<file path="src/rtl/mem_port_arbiter.sv">
// ---------------------------------------------------------------------------
// mem_port_arbiter
//
// Shares one single-port unified memory between the core's instruction-fetch
// port and its load/store port. Accesses are serialised, at most one read is
// outstanding, and each read response is steered back to the requester that
// issued it. Data accesses win over fetches. The build macro
// MEM_ARB_STARVE_GUARD_EN adds a guard that forces a fetch grant after
// STARVE_LIMIT consecutive data grants made while a fetch was waiting.
//
// Parameters:
//   STARVE_LIMIT  data grants allowed while a fetch waits (guard builds only)
//   CNT_W         starvation counter width, must hold STARVE_LIMIT
//
// Ports:
//   clk, rst_n                    clock, asynchronous active-low reset
//   if_req/if_addr                fetch request (held until if_gnt), address
//   if_gnt/if_rvalid/if_rdata     fetch grant, read valid strobe, read data
//   d_req/d_we/d_be/d_addr/d_wdata  data request and access attributes
//   d_gnt/d_rvalid/d_rdata        data grant, read valid strobe, read data
//   mem_req/mem_we/mem_be/mem_addr/mem_wdata  memory command
//   mem_ready                     memory accepts mem_req this cycle
//   mem_rvalid/mem_rdata          memory read response (latency >= 1)
// ---------------------------------------------------------------------------
module mem_port_arbiter #(
    parameter int STARVE_LIMIT = 4,
    parameter int CNT_W        = 3
) (
    input  logic        clk,
    input  logic        rst_n,

    input  logic        if_req,
    input  logic [31:0] if_addr,
    output logic        if_gnt,
    output logic        if_rvalid,
    output logic [31:0] if_rdata,

    input  logic        d_req,
    input  logic        d_we,
    input  logic [3:0]  d_be,
    input  logic [31:0] d_addr,
    input  logic [31:0] d_wdata,
    output logic        d_gnt,
    output logic        d_rvalid,
    output logic [31:0] d_rdata,

    output logic        mem_req,
    output logic        mem_we,
    output logic [3:0]  mem_be,
    output logic [31:0] mem_addr,
    output logic [31:0] mem_wdata,
    input  logic        mem_ready,
    input  logic        mem_rvalid,
    input  logic [31:0] mem_rdata
);

    typedef enum logic {
        IDLE    = 1'b0,
        RD_WAIT = 1'b1
    } state_t;

    state_t state, state_next;
    logic   owner, owner_next;   // owner of the outstanding read: 1 = data, 0 = fetch
    logic   force_fetch;

    // Elaboration-time guard against a counter too narrow to reach the limit.
    if (STARVE_LIMIT >= (1 << CNT_W)) begin : g_cfg_check
        $error("mem_port_arbiter: CNT_W cannot hold STARVE_LIMIT");
    end

    // Read data is shared; only the rvalid strobes say who it belongs to.
    assign if_rdata = mem_rdata;
    assign d_rdata  = mem_rdata;

`ifdef MEM_ARB_STARVE_GUARD_EN
    logic [CNT_W-1:0] starve_cnt;

    // Counts data grants that overtook a waiting fetch; any gap in the fetch
    // request or a fetch grant restarts the count.
    always_ff @(posedge clk or negedge rst_n) begin
        if (!rst_n) begin
            starve_cnt <= '0;
        end else if (!if_req || if_gnt) begin
            starve_cnt <= '0;
        end else if (d_gnt) begin
            starve_cnt <= starve_cnt + CNT_W'(1);
        end
    end

    assign force_fetch = (starve_cnt == CNT_W'(STARVE_LIMIT));
`else
    assign force_fetch = 1'b0;
`endif

    // NOTE: state registers use non-blocking assignments so every flop samples
    // the pre-edge values of its peers; blocking here would create order races.
    always_ff @(posedge clk or negedge rst_n) begin
        if (!rst_n) begin
            state <= IDLE;
            owner <= 1'b0;
        end else begin
            state <= state_next;
            owner <= owner_next;
        end
    end

    // NOTE: every output of this block gets a default before the case, so no
    // path leaves a signal unassigned and no latch is inferred.
    always_comb begin
        state_next = state;
        owner_next = owner;
        if_gnt     = 1'b0;
        d_gnt      = 1'b0;
        if_rvalid  = 1'b0;
        d_rvalid   = 1'b0;
        mem_req    = 1'b0;
        mem_we     = 1'b0;
        mem_be     = 4'b0000;
        mem_addr   = 32'h0;
        mem_wdata  = 32'h0;

        case (state)
            IDLE: begin
                // Grants are also held off while reset is asserted so the
                // outputs read as zero during reset regardless of requests.
                if (rst_n && mem_ready) begin
                    if (d_req && !(if_req && force_fetch)) begin
                        d_gnt     = 1'b1;
                        mem_req   = 1'b1;
                        mem_we    = d_we;
                        mem_be    = d_we ? d_be : 4'b1111;
                        mem_addr  = d_addr;
                        mem_wdata = d_wdata;
                        if (!d_we) begin
                            state_next = RD_WAIT;
                            owner_next = 1'b1;
                        end
                    end else if (if_req) begin
                        if_gnt     = 1'b1;
                        mem_req    = 1'b1;
                        mem_be     = 4'b1111;
                        mem_addr   = if_addr;
                        state_next = RD_WAIT;
                        owner_next = 1'b0;
                    end
                end
            end

            RD_WAIT: begin
                // No grant in the response cycle; the next one can issue a cycle later.
                if (mem_rvalid) begin
                    state_next = IDLE;
                    if (owner) begin
                        d_rvalid = 1'b1;
                    end else begin
                        if_rvalid = 1'b1;
                    end
                end
            end
        endcase
    end

endmodule

</file>
<file path="config.mk">
export PLATFORM = sky130hd
export DESIGN_NAME = mem_port_arbiter
export DESIGN_NICKNAME = d
export VERILOG_FILES = /design/src/rtl/mem_port_arbiter.sv
export SDC_FILE = /design/constraint.sdc
export NUM_CORES = 1
export LEC_CHECK = 0
export BUFFER_PORTS_ARGS = -buffer_cell sky130_fd_sc_hd__buf_2
export CAP_MARGIN = 20
export CORE_AREA = 4 4 105 107
export DETAILED_ROUTE_END_ITERATION = 8
export DIE_AREA = 0 0 109 111
export GPL_ROUTABILITY_DRIVEN = 0
export PLACE_DENSITY = 0.5
export REMOVE_ABC_BUFFERS = 1
export SLEW_MARGIN = 30
export SYNTH_ARGS = -nofsm -noshare
export SYNTH_HDL_FRONTEND = slang
export SYNTH_SLANG_ARGS = --single-unit
</file>
<file path="constraint.sdc">
create_clock -name clk -period 1.6 [get_ports clk]
set_clock_uncertainty 0.1 [all_clocks]
set_input_delay 0.08 -clock clk [delete_from_list [all_inputs] [get_ports clk]]
set_output_delay 0.08 -clock clk [all_outputs]
set_load 0.01 [all_outputs]
</file>
==> impl.org <==
** Status
- The flow ran to the end, but the final reports show violations.
- Failing checks :: setup timing

** Timing
- Fmax :: 0.551 GHz
- Setup repair after global routing could not meet its margin everywhere.
- Setup slack on the critical path of the routed design comes to -213 ps.
- Relative slew slack :: 0.853
- The number of endpoints with negative hold slack in the final report is 0.
- Adding up every negative setup slack in the final design gives -6170 ps.
- At the pin with the least slew margin, the transition time is 220 ps.
- Setup violations remaining at the end of the flow were counted as 39.
- The routed design could run at a clock period as short as 1810 ps.
- The number of slew-limit violations in the final report came to 0.
- Period utilization :: 1.13

** Route
- After the first detailed-routing iteration, the DRC count stood at 70.
- In the routed layout, each cell is associated on average with a via count of 4.21.
- DRT Pass-1 Iters :: 4
- In the routed design, unresolved DRC markers number 0.
- Via count :: 1772
- In the final routed layout, each cell accounts on average for 19.7 um.
- The routed design has 8290 um of wire.
- Detail Route Antenna Nets :: 0

** Setup path
- The worst setup path is launched from a register.
- CP endpoint kind :: primary output
- Worst Reg2Reg Path Length in Cells :: 5
- R2r setup slk :: 50 ps
- Launch instance of the worst register-to-register path :: state
- STA puts the critical path data arrival time at 1630 ps.
- The critical path is of the register to primary output type.
- Data on the critical path is required at its endpoint by 1420 ps.
- Reg-to-Reg End :: owner
- Along the worst path, the maximum fanout reaches 8.

** Min path
- Critical hold path startpoint :: mem_rdata[17]
- For hold timing, the worst endpoint is if_rdata[17].
- The path class of the tightest hold or removal check is input port to primary output.
- Counting instances, the worst hold path has a depth of 0.

** Synthesis
- Among all cell types in the netlist, the one instantiated most often is sky130_fd_sc_hd__buf_4.
- In the synthesized netlist, the number of instances is 165.
- Portion of synthesized cell area occupied by the leading cell type :: 0.389
- Post-synthesis cell type count :: 16
- Number of warnings printed during yosys synthesis :: 0
- Ranking of synthesized cells by area :: sky130_fd_sc_hd__buf_4 (39%), sky130_fd_sc_hd__a22o_1 (23%), sky130_fd_sc_hd__and3_1 (17%)
- After synthesis, the mean cell area works out to 7.48 um2.
- Yosys mapped a number of flops with a built-in enable equal to 0.
- Prevailing post-synth register cell :: sky130_fd_sc_hd__dfrtp_1
- Summing every instance area after synthesis gives 1230 um2.
- Share of synthesized flip-flops with an asynchronous set or reset :: 1.00
- Largest area contributor in the netlist :: sky130_fd_sc_hd__buf_4
- Of the synthesized area, sequential elements account for 0.0406.
- Synth top cells by count :: sky130_fd_sc_hd__buf_4 (64), sky130_fd_sc_hd__a22o_1 (33), sky130_fd_sc_hd__and3_1 (33)
- In this run, synthesis produced a sequential element count of 2.

** Clock network
- Clock-pin slew was measured on the worst setup and hold paths at 30 ps.
- The number of clock buffers added by TritonCTS is 3.
- Clk sink count :: 2
- Clock Path Buffers :: 2
- Number of levels the H-tree was split into :: 1
- For the worst-skew pair, the clock arrives at the later sink with an insertion delay of 210 ps.
- Clock tree from TritonCTS :: yes
- Clock tree root buffer cell :: sky130_fd_sc_hd__clkbuf_8

** Power and ir drop
- Comb pwr share :: 0.611
- Of the total power, the share spent switching nets is 0.342.
- Internal power contribution :: 442 uW
- Worst IR drop on VDD :: 0.000184 V
- Part of the total power dissipated in the clock network :: 0.292
- Proportion of power drawn by flip-flops and latches :: 0.097
- LEAKAGE :: 0.00132 uW
- P per Cell Area :: 337 nW/um2
- Switching power summed over all nets :: 230 uW

** Layout
- Compared with the post-synthesis result, the final layout area differs by 61.4%.
- Antenna diode count :: 0
- Register area :: 50.0 um2
- Total of fill cells in the finished design :: 1127
- Area of the multi-input gates :: 622 um2
- Nets :: 426
- Once layout is complete, the utilization of the core stands at 0.196.
- Share of post-route cells with drive strength above 1 :: 0.705

** Place
- Once detailed placement completed, the half-perimeter wirelength came to 6080 um.
- Total of buffers placed on input and output ports :: 180

** Floorplanning
- I/O pin count :: 277
- In this run the standard cell core region covers 10100 um2.
- The floorplan step set the die height to 111 um.
- Die outline area :: 12100 um2
- Measured along the x axis, the die boundary spans 109 um.
- Core Rows :: 37
- For this configuration, the core starts out at a cell density of 0.122.

** GRT
- Number of global-route vias before repair :: 1742
- Antenna violations before repair :: 0
- The first global-routing pass estimated 10100 um of wire.
- Global routing finished with a remaining overflow of 0.
- For this run, the total global-route usage over all layers was measured as 0.114.
- Entering global routing, the biggest net connects 34 pins.

** Job
- Max-cap violations in this run came to 0.
-- layout make-up --
class	instances	area share
timing repair buffer	195	0.552
multi-input combinational	83	0.312
tap	136	0.0855
sequential	2	0.0251
clock buffer	3	0.0207
inverter	2	0.00377
-- routing by layer --
layer | track usage | share of wire
met3 | 0.116 | 0.23
met5 | 0.0982 | 0.0071
met1 | 0.114 | 0.35
met4 | 0.0135 | 0.0037
met2 | 0.162 | 0.42
-- sequential cells by signal, indices dropped and copies added (netlist names) --
signal,count
owner,1
state,1
-- placed cells by master (no fill, tap or decap), drive strengths merged --
master	n
a22o	33
and2	2
and3	33
and3b	1
buf	191
clkbuf	5
dfrtp	2
dlygate4sd3	2
inv	2
nand2	2
nand3b	2
nor2	4
nor3b	1
o21a	4
o21ai	1
-- through the flow --
| stage | setup WS [ps] | total power [uW] | hold WS (ps) | cells | instance area, um2 |
|---|---|---|---|---|---|
| floorplan | -625 | 196 | -316 | 86 | 656 |
| global placement | 65.6 | 424 | -221 | 406 | 1780 |
| detailed placement | 53.7 | 429 | -219 | 406 | 1780 |
| CTS | -174 | 660 | 60.1 | 416 | 1900 |
| global route | -267 | 722 | 60.1 | 421 | 1990 |
| finish | -213 | 672 | 60.0 | 421 | 1990 |
-- repair_timing --
action,in CTS,in global routing
cloned,1,3
hold buffers,2,0
endpoints found under the hold margin,3,0
buffers inserted,4,3
gates resized for setup,8,3
pin swaps,0,2
endpoints found under the setup margin,71,71
-- worst max-delay path by stage --
| stage | from | to |
|---|---|---|
| 2_1_floorplan | state | mem_addr[0] |
| 3_3_place_gp | state | mem_addr[17] |
| 3_5_place_dp | state | mem_addr[16] |
| 4_1_cts | state | mem_addr[16] |
| 5_1_grt | state | mem_addr[16] |
| 6_report | state | mem_addr[14] |
-- critical path, cell delays in order (launching register included) --
cell                       delay [ps]
sky130_fd_sc_hd__dfrtp_1          390
sky130_fd_sc_hd__nand3b_1         230
sky130_fd_sc_hd__nor3b_4          210
sky130_fd_sc_hd__buf_6            170
sky130_fd_sc_hd__buf_6            160
sky130_fd_sc_hd__a22o_1           140
sky130_fd_sc_hd__buf_2            130
-- power by group through the flow --
stage,clock network [uW],registers [uW],logic [uW]
floorplan,0,63.9,132
global placement,0,64.6,359
detailed placement,0,65.2,364
CTS,202,64.7,394
global route,211,65.9,445
finish,196,65.0,410
-- cell families after synthesis --
kind of cell	synth area share
AOI/OAI and AO/OA	0.263
buffers and inverters	0.475
DFF	0.0406
and+or+nand+nor	0.222
Note: power is estimated with default switching activity, not from simulation.
